--- src/rtl/ldtu_data32_rx_aligner_if.sv ---
// Lane-side bundle for the LDTU 32-bit receive aligner: raw deserialized words in,
// aligned/tagged words and lock status out.
interface ldtu_data32_rx_aligner_if;
   logic        TEST_ENABLE;
   logic [31:0] RX_WORD;
   logic        RX_VALID;
   logic [31:0] DATA_OUT;
   logic        DATA_VALID;
   logic        IDLE_FLAG;
   logic        LOCKED;
   logic [4:0]  BIT_OFFSET;
   logic [15:0] ERR_COUNT;

   // master: deserializer/checker side, slave: the aligner itself
   modport master (
      output TEST_ENABLE, RX_WORD, RX_VALID,
      input  DATA_OUT, DATA_VALID, IDLE_FLAG, LOCKED, BIT_OFFSET, ERR_COUNT
   );
   modport slave (
      input  TEST_ENABLE, RX_WORD, RX_VALID,
      output DATA_OUT, DATA_VALID, IDLE_FLAG, LOCKED, BIT_OFFSET, ERR_COUNT
   );
endinterface

--- src/rtl/ldtu_data32_rx_aligner.sv ---
// Receive-side word aligner for one LDTU 32-bit lane: hunts the idle pattern over all 32
// bit rotations, verifies it LOCK_COUNT times, then emits aligned, idle-tagged words.
module ldtu_data32_rx_aligner #(
   parameter int          Nbits_32       = 32,
   parameter logic [31:0] idle_patternEA = 32'hEAAA_AAAA,
   parameter logic [31:0] idle_pattern5A = 32'h5A5A_5A5A,
   parameter int          LOCK_COUNT     = 8,
   parameter int          IDLE_TIMEOUT   = 1024,
   parameter logic [15:0] ERR_MAX        = 16'hFFFF
) (
   input  logic                      CLK,
   input  logic                      RST,
   ldtu_data32_rx_aligner_if.slave   bus
);
   localparam int OW = $clog2(Nbits_32);
   localparam logic [1:0] ST_HUNT   = 2'd0;
   localparam logic [1:0] ST_VERIFY = 2'd1;
   localparam logic [1:0] ST_LOCKED = 2'd2;

   logic [1:0]          state_reg, state_next;
   logic [Nbits_32-1:0] prev_reg, prev_next;
   logic                prev_valid_reg, prev_valid_next;
   logic [OW-1:0]       offset_reg, offset_next;
   logic [7:0]          match_cnt_reg, match_cnt_next;
   logic [31:0]         idle_cnt_reg, idle_cnt_next;
   logic [Nbits_32-1:0] data_out_reg, data_out_next;
   logic                data_valid_reg, data_valid_next;
   logic                idle_flag_reg, idle_flag_next;
   logic [15:0]         err_reg, err_next;
   logic                te_reg;

   logic [Nbits_32-1:0] idle_word;
   logic                te_changed;
   logic [Nbits_32-1:0] aligned [Nbits_32];
   logic [Nbits_32-1:0] hit;
   logic [OW-1:0]       hunt_k;
   // RX_WORD bit 0 never lands in a window (k=31 stops at bit 1), so it is left out here
   logic [2*Nbits_32-2:0] cat;

   assign idle_word  = bus.TEST_ENABLE ? idle_pattern5A : idle_patternEA;
   assign te_changed = bus.TEST_ENABLE != te_reg;
   assign cat        = {prev_reg, bus.RX_WORD[Nbits_32-1:1]};

   genvar gi;
   generate
      for (gi = 0; gi < Nbits_32; gi++) begin : g_window
         assign aligned[gi] = cat[2*Nbits_32-2-gi -: Nbits_32];
         assign hit[gi]     = aligned[gi] == idle_word;
      end
   endgenerate

   // lowest matching rotation wins (5A is 8-bit periodic, so several k can match)
   always_comb begin
      hunt_k = '0;
      for (int i = Nbits_32 - 1; i >= 0; i--) begin
         if (hit[i]) hunt_k = OW'(i);
      end
   end

   always_comb begin
      state_next      = state_reg;
      prev_next       = prev_reg;
      prev_valid_next = prev_valid_reg;
      offset_next     = offset_reg;
      match_cnt_next  = match_cnt_reg;
      idle_cnt_next   = idle_cnt_reg;
      data_out_next   = data_out_reg;
      data_valid_next = 1'b0;
      idle_flag_next  = 1'b0;
      err_next        = err_reg;
      if (te_changed) begin
         state_next      = ST_HUNT;
         prev_valid_next = 1'b0;
         offset_next     = '0;
         if (state_reg == ST_LOCKED && err_reg != ERR_MAX) err_next = err_reg + 16'd1;
      end else if (bus.RX_VALID) begin
         prev_next = bus.RX_WORD;
         case (state_reg)
            ST_HUNT: begin
               if (!prev_valid_reg) begin
                  prev_valid_next = 1'b1;
               end else if (|hit) begin
                  offset_next    = hunt_k;
                  match_cnt_next = 8'd1;
                  if (LOCK_COUNT == 1) begin
                     state_next    = ST_LOCKED;
                     idle_cnt_next = '0;
                  end else begin
                     state_next = ST_VERIFY;
                  end
               end
            end
            ST_VERIFY: begin
               if (hit[offset_reg]) begin
                  match_cnt_next = match_cnt_reg + 8'd1;
                  if (match_cnt_next == 8'(LOCK_COUNT)) begin
                     state_next    = ST_LOCKED;
                     idle_cnt_next = '0;
                  end
               end else begin
                  state_next      = ST_HUNT;
                  offset_next     = '0;
                  prev_valid_next = 1'b0;
               end
            end
            ST_LOCKED: begin
               data_out_next   = aligned[offset_reg];
               data_valid_next = 1'b1;
               idle_flag_next  = hit[offset_reg];
               if (hit[offset_reg]) begin
                  idle_cnt_next = '0;
               end else begin
                  idle_cnt_next = idle_cnt_reg + 32'd1;
                  // the word that trips the timeout is still emitted above
                  if (IDLE_TIMEOUT != 0 && idle_cnt_next == 32'(IDLE_TIMEOUT)) begin
                     state_next      = ST_HUNT;
                     offset_next     = '0;
                     prev_valid_next = 1'b0;
                     if (err_reg != ERR_MAX) err_next = err_reg + 16'd1;
                  end
               end
            end
            default: begin
               state_next      = ST_HUNT;
               offset_next     = '0;
               prev_valid_next = 1'b0;
            end
         endcase
      end
   end

   always_ff @(posedge CLK) begin
      if (RST) begin
         state_reg      <= ST_HUNT;
         prev_reg       <= '0;
         prev_valid_reg <= 1'b0;
         offset_reg     <= '0;
         match_cnt_reg  <= '0;
         idle_cnt_reg   <= '0;
         data_out_reg   <= '0;
         data_valid_reg <= 1'b0;
         idle_flag_reg  <= 1'b0;
         err_reg        <= '0;
         te_reg         <= bus.TEST_ENABLE;
      end else begin
         state_reg      <= state_next;
         prev_reg       <= prev_next;
         prev_valid_reg <= prev_valid_next;
         offset_reg     <= offset_next;
         match_cnt_reg  <= match_cnt_next;
         idle_cnt_reg   <= idle_cnt_next;
         data_out_reg   <= data_out_next;
         data_valid_reg <= data_valid_next;
         idle_flag_reg  <= idle_flag_next;
         err_reg        <= err_next;
         te_reg         <= bus.TEST_ENABLE;
      end
   end

   assign bus.DATA_OUT   = data_out_reg;
   assign bus.DATA_VALID = data_valid_reg;
   assign bus.IDLE_FLAG  = idle_flag_reg;
   assign bus.LOCKED     = state_reg == ST_LOCKED;
   assign bus.BIT_OFFSET = offset_reg;
   assign bus.ERR_COUNT  = err_reg;
endmodule

--- src/flat_wrapper.sv ---
// flat-port wrapper written by rule: the top's interface ports become plain ports
module ldtu_data32_rx_aligner_flat 
#(
   parameter int          Nbits_32       = 32,
   parameter logic [31:0] idle_patternEA = 32'hEAAA_AAAA,
   parameter logic [31:0] idle_pattern5A = 32'h5A5A_5A5A,
   parameter int          LOCK_COUNT     = 8,
   parameter int          IDLE_TIMEOUT   = 1024,
   parameter logic [15:0] ERR_MAX        = 16'hFFFF
)
  (CLK, RST, bus_TEST_ENABLE, bus_RX_WORD, bus_RX_VALID, bus_DATA_OUT, bus_DATA_VALID, bus_IDLE_FLAG, bus_LOCKED, bus_BIT_OFFSET, bus_ERR_COUNT);
  ldtu_data32_rx_aligner_if bus_i ();
  input  logic CLK;
  input  logic RST;
  input wire logic [$bits(bus_i.TEST_ENABLE)-1:0] bus_TEST_ENABLE;
  input wire logic [$bits(bus_i.RX_WORD)-1:0] bus_RX_WORD;
  input wire logic [$bits(bus_i.RX_VALID)-1:0] bus_RX_VALID;
  output wire logic [$bits(bus_i.DATA_OUT)-1:0] bus_DATA_OUT;
  output wire logic [$bits(bus_i.DATA_VALID)-1:0] bus_DATA_VALID;
  output wire logic [$bits(bus_i.IDLE_FLAG)-1:0] bus_IDLE_FLAG;
  output wire logic [$bits(bus_i.LOCKED)-1:0] bus_LOCKED;
  output wire logic [$bits(bus_i.BIT_OFFSET)-1:0] bus_BIT_OFFSET;
  output wire logic [$bits(bus_i.ERR_COUNT)-1:0] bus_ERR_COUNT;
  assign bus_i.TEST_ENABLE = bus_TEST_ENABLE;
  assign bus_i.RX_WORD = bus_RX_WORD;
  assign bus_i.RX_VALID = bus_RX_VALID;
  assign bus_DATA_OUT = bus_i.DATA_OUT;
  assign bus_DATA_VALID = bus_i.DATA_VALID;
  assign bus_IDLE_FLAG = bus_i.IDLE_FLAG;
  assign bus_LOCKED = bus_i.LOCKED;
  assign bus_BIT_OFFSET = bus_i.BIT_OFFSET;
  assign bus_ERR_COUNT = bus_i.ERR_COUNT;
  ldtu_data32_rx_aligner #(.Nbits_32(Nbits_32), .idle_patternEA(idle_patternEA), .idle_pattern5A(idle_pattern5A), .LOCK_COUNT(LOCK_COUNT), .IDLE_TIMEOUT(IDLE_TIMEOUT), .ERR_MAX(ERR_MAX)) u_core (.CLK(CLK), .RST(RST), .bus(bus_i));
endmodule
--- config.mk ---
export PLATFORM = sky130hd
export DESIGN_NAME = ldtu_data32_rx_aligner_flat
export DESIGN_NICKNAME = d
export VERILOG_FILES = /design/src/rtl/ldtu_data32_rx_aligner_if.sv /design/src/rtl/ldtu_data32_rx_aligner.sv /design/src/flat_wrapper.sv
export SDC_FILE = /design/constraint.sdc
export NUM_CORES = 1
export LEC_CHECK = 0
export CAP_MARGIN = 20
export CORE_ASPECT_RATIO = 1.2
export CORE_MARGIN = 2
export CORE_UTILIZATION = 40
export DETAILED_ROUTE_END_ITERATION = 6
export PLACE_DENSITY = 0.61
export SYNTH_ARGS = -nofsm -noshare
export SYNTH_HDL_FRONTEND = slang
export SYNTH_SLANG_ARGS = --single-unit
export TNS_END_PERCENT = 10
--- constraint.sdc ---
create_clock -name CLK -period 4.3 [get_ports CLK]
set_clock_uncertainty 0.05 [all_clocks]
set_input_delay 1.075 -clock CLK [delete_from_list [all_inputs] [get_ports CLK]]
set_output_delay 1.075 -clock CLK [all_outputs]
set_load 0.05 [all_outputs]
==> results.cfg <==
[logic_synthesis]
ys_async_sr_fraction = 0
ys_types = 78
yosysSeqAreaShare = 0.202
yosysWarnings = 0
netlist_area_sq_um = 13000
syn_avg_cell_area_sq_um = 7.17
synth_fp_nets = 1852
synth_edf_count = 0
synth_flop_cell = dfxtp_1
syn_inst = 1810
ys_ff_latch = 131

[clock_network]
clk_latency_ns = 0.45
root_buffer = clkbuf_16
cts_htree_levels = 4
clk_pin_slew_worst_paths_ns = 0.06
clock_sinks = 131
clock_path_buffers = 2
cts_buffers = 17
cts_tree = built

[worst_setup_path]
max_stage_delay_ns = 0.59
path_cells = buf_6 -> buf_8 -> inv_1 -> buf_4 -> a31oi_1 -> a2111oi_0 -> buf_4 -> nand3_1 -> o211ai_1 -> and4b_1 -> or4_4 -> buf_6 -> o31a_4 -> buf_12 -> buf_16 -> or3_1 -> a21oi_2
cp.arrival_ns = 4.55
r2r_cells = 12
cp-end-kind = flip-flop
start_kind = primary input
critPathTopFamily = simple AND/OR/NAND/NOR gates
worstSetupPathType = in -> reg
crit_path_max_fanout = 25
worstPathRequired_ns = 4.61
critPathBufInv = 8
crit_slowest_cell = or4_4
cp.depth = 17

[power]
clkPwrFrac = 0.440
p_switching_mw = 1.03
peakVddDrop_v = 0.000210
power.density_nw_per_um2 = 201
pwr-share-comb = 0.189
total_power_mw = 3.46
switching_share = 0.299
internal_power_mw = 2.42
power.leakage_nw = 6.47
p_seq_frac = 0.370

[sta]
max_freq_mhz = 236
setup_viol = 0
slew_viol_final = 0
post-route-period-util = 0.985
worst_slew_pin_slew_ns = 1.09
worst_hold_slack_ns = 0.406
hold_viol = 0
period_minus_slack_ns = 4.24
finalSetupTns_ns = 0
setup_slack_ns = 0.0643
relSlewSlack = 0.269

[route]
routed_wirelength_um = 57700
detailedRoute.firstIterationViolations = 1432
avgViaCountPerCell = 6.18
drtPass1Iterations = 5
ant_nets = 0
wl_per_cell_um = 22.9
drc = 0
vias = 15500

[floorplan]
ios = 92
die_w_um = 168
initial_utilization = 0.404
fp-row-count = 72
fp.dieH_um = 201
coreArea_sq_um = 32100
die_area_sq_um = 33900

[layout]
multi_input_area_sq_um = 9830
drive_gt1_frac = 0.240
area_delta_synth_final_pct = 33.0
stdcell_area_sq_um = 17200
fill_cells = 3174
nets = 2135
seq_area_sq_um = 2630

[global_routing]
grt_pass1_vias = 15000
antenna_found_initial = 0
grt-ovfl-total = 0
grt_max_degree = 76
grt_pass1_wl_um = 87700
track_usage = 0.336

[placed_design]
dp_slack_ns = -0.776
post-dp-hpwl_um = 45000
placed_area_sq_um = 16200
finalWeightedCongestion = 1.05
port_buffers = 91

[worst_hold_path]
worstHoldPathType = reg -> reg
worstHoldPathCells = 2

[outcome]
status = finished clean

[run]
maxCapViolCount = 0
==> cells in the final DEF, fill, tap and decap left out, types with 18 or more instances in the layout <==
master,n
buf_4,322
nand2_1,285
dfxtp_1,126
nor2_1,123
o21ai_0,103
a21oi_1,96
clkdlybuf4s50_1,68
nand3_1,62
nor3_1,60
mux2i_1,51
nor2b_1,40
nand4_1,38
inv_1,32
mux4_2,31
a211oi_1,29
nand2b_1,28
o211ai_1,28
nor3b_1,27
nor4bb_1,26
and3b_1,25
nand3b_1,23
a31oi_1,19
xnor2_1,18
or3b_2,18
and3_1,18
==> cell usage after synthesis (all sizes together), types with 32 or more instances <==
| cell type | n | area share |
|---|---|---|
| nand3 | 63 | 0.024 |
| buf | 48 | 0.021 |
| nor3 | 63 | 0.024 |
| a21oi | 109 | 0.042 |
| clkbuf | 112 | 0.032 |
| nor2b | 41 | 0.020 |
| nand4 | 38 | 0.018 |
| nor2 | 124 | 0.036 |
| o21ai | 115 | 0.044 |
| inv | 32 | 0.0093 |
| dfxtp | 131 | 0.20 |
| mux2i | 51 | 0.039 |
| nand2 | 286 | 0.083 |
==> layout make-up <==
class / count / area share
multi-input combinational: 1484 / 0.570
inverter: 35 / 0.00762
antenna: 1 / 0.000145
clock inverter: 11 / 0.00718
tap: 407 / 0.0295
clock buffer: 21 / 0.0273
sequential: 131 / 0.153
timing repair buffer: 424 / 0.206
==> worst reg2reg max path, delay by kind of cell (launching register included) <==
kind	cells	cell delay (ns)
and+or+nand+nor	5	1.76
AOI/OAI and AO/OA	5	1.30
buffers and inverters	2	0.50
DFF	1	0.46
==> cells by family (layout without fill, tap and decap cells) <==
group | Yosys count | count (layout) | share of synthesized area
and+or+nand+nor | 910 | 910 | 0.382
xor gates and xnor gates | 33 | 33 | 0.0223
AOI/OAI and AO/OA | 442 | 442 | 0.221
DFF | 131 | 131 | 0.202
buffers and inverters | 195 | 491 | 0.0633
muxes | 93 | 93 | 0.103
adders and majority gates | 6 | 6 | 0.00579
other | 0 | 1 | 0
==> through the flow <==
| step | instances | utilization |
|---|---|---|
| floorplan | 1810 | - |
| global placement | 2474 | 0.506 |
| detailed placement | 2474 | 0.506 |
| CTS | 2511 | 0.531 |
| global route | 2513 | 0.538 |
| finish | 2514 | 0.538 |
==> worst paths after layout <==
| check | start | to | slack, ns |
|---|---|---|---|
| worst max-delay path | bus_TEST_ENABLE | u_core.bus.ERR_COUNT[10]$_SDFFE_PP0P_ | 0.06 |
| worst min-delay path | u_core.bus.DATA_OUT[20]$_SDFFE_PP0P_ | u_core.bus.DATA_OUT[20]$_SDFFE_PP0P_ | 0.41 |
| worst max register to register | u_core.prev_reg[4]$_SDFFE_PP0P_ | u_core.match_cnt_reg[1]$_SDFFE_PP0P_ | 0.12 |
| worst min register to register | u_core.bus.DATA_OUT[20]$_SDFFE_PP0P_ | u_core.bus.DATA_OUT[20]$_SDFFE_PP0P_ | 0.41 |
==> layer usage <==
| layer | GRT usage | part of all wire | up-vias |
|---|---|---|---|
| li1 | - | - | 7288 |
| met1 | 0.402 | 0.40 | 7350 |
| met2 | 0.561 | 0.47 | 702 |
| met3 | 0.0456 | 0.062 | 185 |
| met4 | 0.224 | 0.070 | 0 |
| met5 | 0 | 0 | - |
==> power groups by stage <==
stage	Clock, mW	Sequential, mW	Combinational [mW]
2_1_floorplan	0	1.27	0.335
3_3_place_gp	0	1.30	0.621
3_5_place_dp	0	1.30	0.628
4_1_cts	1.55	1.28	0.633
5_1_grt	1.60	1.28	0.698
6_report	1.52	1.28	0.655
==> what timing repair did <==
action | in CTS | in global routing
gates resized for setup | 46 | 55
hold buffers | 0 | 0
buffers inserted | 3 | 2
pin swaps | 7 | 14
cloned | 2 | 0
endpoints found under the setup margin | 64 | 64
Note: power is estimated with default switching activity, not from simulation.
